[src/rtl/clarvi_store_collector.sv]
// Reassembles the eight byte slices of a store into one 64-bit Avalon-style write with byte enables.
// Define CLARVI_STORE_BUFFER_EN to add a one-entry buffer so the next store can collect during ISSUE.
module clarvi_store_collector #(
    parameter int XLEN  = 64,
    parameter int SLICE = 8
) (
    input  logic                           clock,
    input  logic                           reset_n,
    input  logic                           part_valid,
    input  logic [$clog2(XLEN/SLICE)-1:0]  part_index,
    input  logic [SLICE-1:0]               part_addr,
    input  logic [SLICE-1:0]               part_data,
    input  logic [1:0]                     part_width,
    input  logic                           flush,
    input  logic                           main_wait,
    output logic [XLEN-1:0]                main_address,
    output logic [XLEN/8-1:0]              main_byte_enable,
    output logic [XLEN-1:0]                main_write_data,
    output logic                           main_write_enable,
    output logic                           stall_for_store,
    output logic                           store_address_error,
    output logic                           store_sequence_error
);
    localparam int NPARTS = XLEN / SLICE;
    localparam int IDX_W  = $clog2(NPARTS);
    localparam int BE_W   = XLEN / 8;
    localparam logic [IDX_W-1:0] LAST_PART = IDX_W'(NPARTS - 1);

    typedef enum logic {COLLECT, ISSUE} state_t;

    function automatic logic is_misaligned(input logic [2:0] a, input logic [1:0] w);
        logic [2:0] mask;
        mask = 3'((4'd1 << w) - 4'd1);
        return (a & mask) != 3'd0;
    endfunction

    function automatic logic [BE_W-1:0] lane_enable(input logic [2:0] a, input logic [1:0] w);
        logic [15:0] ones;
        ones = (16'd1 << (4'd1 << w)) - 16'd1;
        return BE_W'(ones << a);
    endfunction

    function automatic logic [XLEN-1:0] lane_data(input logic [XLEN-1:0] d, input logic [2:0] a);
        return d << {a, 3'b000};
    endfunction

    state_t            state, state_next;
    logic [IDX_W-1:0]  expected;
    logic [XLEN-1:0]   addr_asm, data_asm;
    logic [XLEN-1:0]   full_addr, full_data;
    logic              finishing, can_take, take_slice, accept, seq_err, last, misaligned;
    logic              new_write, issue_new;
    logic [XLEN-1:0]   fmt_address, fmt_data;
    logic [BE_W-1:0]   fmt_be;
    logic              pend_valid;

`ifdef CLARVI_STORE_BUFFER_EN
    logic              issue_pend, to_buffer;
    logic [XLEN-1:0]   pend_address, pend_data;
    logic [BE_W-1:0]   pend_be;
`else
    assign pend_valid = 1'b0;
`endif

    always_comb begin
        finishing  = (state == ISSUE) && main_write_enable && !main_wait;
`ifdef CLARVI_STORE_BUFFER_EN
        can_take   = (state == COLLECT) || !pend_valid || finishing;
`else
        can_take   = (state == COLLECT);
`endif
        stall_for_store = part_valid && !can_take;
        take_slice = part_valid && can_take && !flush;
        accept     = take_slice && (part_index == expected);
        seq_err    = take_slice && (part_index != expected);
        last       = accept && (part_index == LAST_PART);

        // The top slice arrives combinationally with part 7; everything below is already assembled.
        full_addr = addr_asm;
        full_addr[XLEN-1 -: SLICE] = part_addr;
        full_data = data_asm;
        full_data[XLEN-1 -: SLICE] = part_data;

        misaligned  = is_misaligned(full_addr[2:0], part_width);
        new_write   = last && !misaligned;
        fmt_address = {full_addr[XLEN-1:3], 3'b000};
        fmt_be      = lane_enable(full_addr[2:0], part_width);
        fmt_data    = lane_data(full_data, full_addr[2:0]);

        issue_new = new_write && ((state == COLLECT) || (finishing && !pend_valid));
`ifdef CLARVI_STORE_BUFFER_EN
        issue_pend = finishing && pend_valid;
        to_buffer  = new_write && !issue_new;
`endif

        state_next = state;
`ifdef CLARVI_STORE_BUFFER_EN
        if (issue_new || issue_pend)
`else
        if (issue_new)
`endif
            state_next = ISSUE;
        else if (finishing)
            state_next = COLLECT;
    end

    always_ff @(posedge clock or negedge reset_n) begin
        if (!reset_n)
            state <= COLLECT;
        else
            state <= state_next;
    end

    always_ff @(posedge clock or negedge reset_n) begin
        if (!reset_n) begin
            expected             <= '0;
            addr_asm             <= '0;
            data_asm             <= '0;
            store_address_error  <= 1'b0;
            store_sequence_error <= 1'b0;
        end else begin
            store_address_error  <= last && misaligned;
            store_sequence_error <= seq_err;
            if (flush || seq_err) begin
                expected <= '0;
                addr_asm <= '0;
                data_asm <= '0;
            end else if (accept) begin
                expected <= expected + IDX_W'(1);
                addr_asm[int'(part_index)*SLICE +: SLICE] <= part_addr;
                data_asm[int'(part_index)*SLICE +: SLICE] <= part_data;
            end
        end
    end

    // Bus-side registers: loaded on issue, held until the slave drops waitrequest.
    always_ff @(posedge clock or negedge reset_n) begin
        if (!reset_n) begin
            main_address      <= '0;
            main_byte_enable  <= '0;
            main_write_data   <= '0;
            main_write_enable <= 1'b0;
`ifdef CLARVI_STORE_BUFFER_EN
        end else if (issue_pend) begin
            main_address      <= pend_address;
            main_byte_enable  <= pend_be;
            main_write_data   <= pend_data;
            main_write_enable <= 1'b1;
`endif
        end else if (issue_new) begin
            main_address      <= fmt_address;
            main_byte_enable  <= fmt_be;
            main_write_data   <= fmt_data;
            main_write_enable <= 1'b1;
        end else if (finishing) begin
            main_write_enable <= 1'b0;
        end
    end

`ifdef CLARVI_STORE_BUFFER_EN
    // Completed store waiting for the bus; flush never touches it.
    always_ff @(posedge clock or negedge reset_n) begin
        if (!reset_n) begin
            pend_valid   <= 1'b0;
            pend_address <= '0;
            pend_be      <= '0;
            pend_data    <= '0;
        end else if (to_buffer) begin
            pend_valid   <= 1'b1;
            pend_address <= fmt_address;
            pend_be      <= fmt_be;
            pend_data    <= fmt_data;
        end else if (issue_pend) begin
            pend_valid   <= 1'b0;
        end
    end
`endif

endmodule

[config.mk]
export PLATFORM = sky130hd
export DESIGN_NAME = clarvi_store_collector
export DESIGN_NICKNAME = d
export VERILOG_FILES = /design/src/rtl/clarvi_store_collector.sv
export SDC_FILE = /design/constraint.sdc
export NUM_CORES = 1
export LEC_CHECK = 0
export CORE_ASPECT_RATIO = 0.5
export CORE_UTILIZATION = 40
export DETAILED_ROUTE_END_ITERATION = 12
export PLACE_DENSITY = 0.72
export REMOVE_ABC_BUFFERS = 1
export SETUP_SLACK_MARGIN = 0.02
export SYNTH_ARGS = -nofsm -noshare
export SYNTH_HDL_FRONTEND = slang
export SYNTH_SLANG_ARGS = --single-unit
[constraint.sdc]
create_clock -name clock -period 2.9 [get_ports clock]
set_clock_uncertainty 0.05 [all_clocks]
set_input_delay 0.58 -clock clock [delete_from_list [all_inputs] [get_ports clock]]
set_output_delay 0.58 -clock clock [all_outputs]
set_load 0.01 [all_outputs]
After elaboration in Yosys (flattened, before gate mapping)
Cells that the tools add are included.

Reduce and logical (&&, ||, !) cells: 18. Mux-type cells: 10. Bitwise logic cells: 2. Shift operators: 7. Add/sub/neg operators: 4. Equality and inequality tests: 3.

Operators by type and width (number): $mux W64 (4); $bwmux W64 (2); $shiftx A8 B33 Y64 (2); $shift A8 B33 Y64 const A (1); $shl A64 B6 Y64 (1); $neg A6 Y33 (1); $shl A1 B4 Y16 const A (1); $shl A16 B3 Y8 (1); $sub A16 B1 Y16 const B (1); $logic_and A1 B1 Y1 (10); $mux W3 (2); $reduce_bool A2 Y1 (2); $shl A1 B2 Y4 const A (1); $add A3 B1 Y3 const B (1); $and A3 B3 Y3 (1); $eq A3 B3 Y1 (1); $eq A3 B3 Y1 const B (1); $logic_not A1 Y1 (3); $ne A3 B3 Y1 (1); $reduce_bool A3 Y1 (1); $sub A3 B1 Y3 const B (1); $logic_or A1 B1 Y1 (2); $mux W1 (2); $not A1 Y1 (1).

Bits in registers: 267. Bits of input ports: 26. Output and inout bits: 140. Logic and storage cells: 53.

Depth between registers and ports, before layout
Word-level depth: 8. Gate-level depth with buffers: 10. Gate-level depth less buffers: 7.

Worst setup path before layout
Ideal clock, no wire load.

Path kind: input-to-reg. Start: in part_index[0]. End: reg addr_asm[16]. Path slack: 60 ps. Arrival time: 2723 ps. Path buffers: 2. Setup time: 66 ps. Stages: 9. Required time: 2784 ps. Path through: buf_2 > inv_1 > ha_1 > ha_1 > nor4b_1 > nand4_1 > nor3_1 > clkbuf_1 > a22o_1.

Longest elaborated chain between the ends: 5. Elaborated cells between the ends (all ways): 12. Classes of those cells: 1 x add/sub; 2 x eq/ne; 2 x shift; 3 x mux; 4 x reduce/logical.

Ends and longest elaborated chain: start: declaration (RTL line 10) `input logic [$clog2(XLEN/SLICE)-1:0] part_index,`; $neg A6 Y33 (RTL line 130) `addr_asm[int'(part_index)*SLICE +: SLICE] <= part_addr;`; $shiftx A8 B33 Y64 or $shift A8 B33 Y64 (tied branches) (RTL line 130); $bwmux W64 (RTL line 130); $mux W64 (RTL line 128) `end else if (accept) begin`; $mux W64 (RTL line 124) `if (flush || seq_err) begin`; end signal: indexed assignment (RTL line 130); end: declaration (RTL line 49) `logic [XLEN-1:0] addr_asm, data_asm;`.

Parallel ways exist; a longest one is shown, timed or not. The select of a mux whose other input is x is not followed. A chain may end at the register's enable or synchronous reset.

Worst setup path in the final report
Start: in part_width[0]. End: reg main_byte_enable[0].

Longest elaborated chain between the ends: 7. Elaborated cells between the ends (all ways): 10. Classes of those cells: 2 x add/sub; 3 x shift; 1 x bitwise; 4 x reduce/logical.

Ends and longest elaborated chain: start: declaration (RTL line 13) `input logic [1:0] part_width,`; $shl A1 B2 Y4 (*) (RTL line 39) `ones = (16'd1 << (4'd1 << w)) - 16'd1;`; branches (longest 6 deep; another with $sub A16 B1 Y16); end signal: assignment (RTL line 152) `main_byte_enable <= fmt_be;`; end: declaration (RTL line 17) `output logic [XLEN/8-1:0] main_byte_enable,`.

Mark *: on every way between the ends.

==> impl_metrics.csv <==
group,metric,value,unit
synthesis,synth_cell_type_count,53,
drt,dr.pass1.iters,5,
critical_path,worstPathArrival,2.90,ns
power,switching_share,23.3,%
clock_network,htreeDepth,1,
hold_path,hold_end,"main_address[60]",
critical_path,crit_chain,"clkdlybuf4s50_1, a21oi_1, nor2_1, or4_4, buf_12, mux2_1",
timing,slew_headroom,25.8,%
drt,wl_per_cell,20.6,µm
cells_and_area,finalNetCount,1124,
synthesis,ys_warn_count,0,
critical_path,worstSetupPathType,"input pin to register",
drt,vias,8264,
floorplan,start_util,40.9,%
run,maxCapViolations,0,
synthesis,seq_area_frac_synth,55.2,%
outcome,outcome,"finished clean",
clock_network,clock-root-buffer,"clkbuf_16",
critical_path,crit_path_max_fanout,60,
critical_path,max_stage_delay,0.54,ns
grt,grt_pass1_wl,48200,µm
synthesis,synth-seq-cells,251,
drt,drtAntennaViolNets,0,
power,comb_power_share,9.2,%
floorplan,die_area,0.0291,mm²
floorplan,fp.dieH,121,µm
cells_and_area,drive_gt1_share,18.7,%
drt,drc,0,
hold_path,whs_path_depth,1,
synthesis,synthFlopType,"dfrtp_1",
timing,rsz0062_at_grt,"no",
power,cellPowerDensity,495,mW/mm²
floorplan,ios,166,
clock_network,clkTransAtPathRegs,0.06,ns
timing,fin_crit_sh,88.4,%
drt,drtIter0Drc,725,
critical_path,required,3.24,ns
critical_path,rrSetupSlack,0.38,ns
critical_path,r2r-start,"addr_asm[0]",
cells_and_area,area_growth,29.4,%
grt,gr-total-overflow,0,
grt,grt_pass1_vias,8378,
timing,setup_viol,0,
critical_path,ff2ff_path_depth,5,
grt,grt.total_usage,21.3,%
drt,wl,30800,µm
timing,hold_viol_final,0,
synthesis,async_flop_share,100,%
synthesis,postSynthCellCount,909,
timing,period_needed,2.56,ns
power,power.switching,1700,µW
timing,fmax,390,MHz
grt,grt_max_degree,74,
critical_path,r2r-end,"main_byte_enable[0]",
clock_network,numCtsBuffers,23,
cells_and_area,final_cell_mix,"dfrtp_1 (249), clkdlybuf4s50_1 (161), a22o_1 (112)",
drt,vias_per_cell,5.55,
clock_network,insertion_delay,0.51,ns
critical_path,crit_family,"buffers and inverters",
cells_and_area,final_util,52.9,%
power,peakVddDrop,343,µV
clock_network,cts_num_sinks,251,
synthesis,syn_area,0.0114,mm²
grt,antenna_found_initial,1,
placement,gp_congestion,0.930,
placement,dp_slack,-0.173,ns
timing,slew_viol_final,0,
floorplan,rows,43,
cells_and_area,final_cells,1490,
floorplan,die_w,240,µm
synthesis,syn_avg_cell_area,12.5,µm²
timing,whs,0.441,ns
placement,hpwl,21100,µm
timing,finalSetupTns,0,ns
power,internal_power,5590,µW
placement,portBuffers,162,
critical_path,critical_path.startpoint_type,"input pin",
power,clockPowerShare,40.8,%
power,pwr-share-seq,50.0,%
clock_network,cts_tree,"built",
synthesis,synth-edff-count,0,
timing,worstMarginPinSlew,1.11,ns
critical_path,crit_path_end_kind,"register",
floorplan,core,0.0278,mm²
cells_and_area,nFillCells,2319,
critical_path,crit_slowest_cell,"clkdlybuf4s50_1",
hold_path,hold_class,"register to register",
hold_path,hold_start,"main_address[60]",
power,p_leak,0.00703,µW
placement,dp.cells,1447,
critical_path,critPathBufInv,2,
clock_network,clockBufferDepth,3,
timing,setup_ws,0.337,ns
cells_and_area,mostFrequentLayoutCell,"dfrtp_1",
## cell families (layout without fill, tap and decap cells)
| logic type | count (synthesis) | count (layout) | synth area share (%) |
|---|---|---|---|
| flip-flops | 251 | 251 | 55.2 |
| multiplexers | 198 | 198 | 19.4 |
| AO/OA/AOI/OAI | 193 | 193 | 13.5 |
| AND/OR/NAND/NOR | 141 | 141 | 6.33 |
| buffers and inverters | 115 | 310 | 4.25 |
| adder cells (fa/ha/maj) | 7 | 7 | 0.770 |
| XOR/XNOR | 3 | 3 | 0.528 |
| other | 1 | 5 | 0.0330 |
## synthesized netlist by cell type, types with 9 or more instances
cell | instances | share of area (%)
a21oi_1 | 12 | 0.53
a22o_1 | 112 | 8.6
a2bb2oi_1 | 9 | 0.69
buf_1 | 25 | 0.83
clkbuf_1 | 37 | 1.2
dfrtp_1 | 251 | 55
inv_1 | 36 | 1.2
mux2_1 | 33 | 3.3
mux2_2 | 72 | 7.1
mux2i_1 | 86 | 7.6
nand2_1 | 43 | 1.4
nand3_1 | 9 | 0.40
nor2_1 | 40 | 1.3
o21ai_0 | 9 | 0.40
o22ai_1 | 16 | 0.88
## stage by stage
stage | area, µm² | total power [µW]
2_1_floorplan | 11000 | 3900
4_1_cts | 14700 | 7360
3_5_place_dp | 14000 | 4390
3_3_place_gp | 14000 | 4370
5_1_grt | 14700 | 7570
6_report | 14700 | 7290
## power groups by stage
stage                     Clock [µW]  Sequential [µW]  Combinational [µW]
after detailed placement           0             3710                 674
final                           2980             3650                 669
after global routing            3190             3650                 725
after global placement             0             3710                 661
after floorplan                    0             3740                 158
after CTS                       3040             3650                 677
## state kept, by name (all words and copies together) (netlist names), 3 cells and up
signal            flops
main_write_data      64
main_address         61
addr_asm             56
data_asm             56
main_byte_enable      8
expected              3
## worst register-to-register path, stage by stage, from the launching register on
cell and delay, ns:
dfrtp_4 0.59, a21oi_1 0.36, nor2_1 0.20, or4_4 0.51
buf_12 0.22, mux2_1 0.46
## metal layers
layer / track usage [%] / up-vias / wire, µm
met2: 34.5 / 230 / 14900
met4: 6.05 / 0 / 682
met5: 0 / - / 0
met1: 29.5 / 4301 / 13700
li1: - / 3678 / -
met3: 3.53 / 55 / 1530
## worst max path at each step
stage,cells past startpoint,startpoint,end
after CTS,9,part_index[0],addr_asm[23]
final,6,part_width[0],main_byte_enable[0]
after global routing,9,part_index[0],data_asm[16]
after floorplan,4,addr_asm[0],main_address[10]
after global placement,6,part_width[0],main_byte_enable[0]
after detailed placement,9,part_index[0],addr_asm[23]
## cell type report
class / count / area (µm²) / share of cell area (%)
diodes: 2 / 5.00 / 0.0340
clock buffers: 33 / 663 / 4.51
clock inverters: 7 / 63.8 / 0.434
inverters: 38 / 143 / 0.969
multi-input cells: 545 / 4670 / 31.7
flip-flops and latches: 251 / 6290 / 42.7
well taps: 382 / 478 / 3.25
repair buffers: 232 / 2400 / 16.3
## what timing repair did
action / 4_1_cts / 5_1_grt
hold buffers: 1 / 0
endpoints found under the setup margin: 0 / 0
setup buffers: 0 / 0
resized for setup: 0 / 0
hold endpoints to repair: 57 / 0
Note: power is estimated with default switching activity, not from simulation.
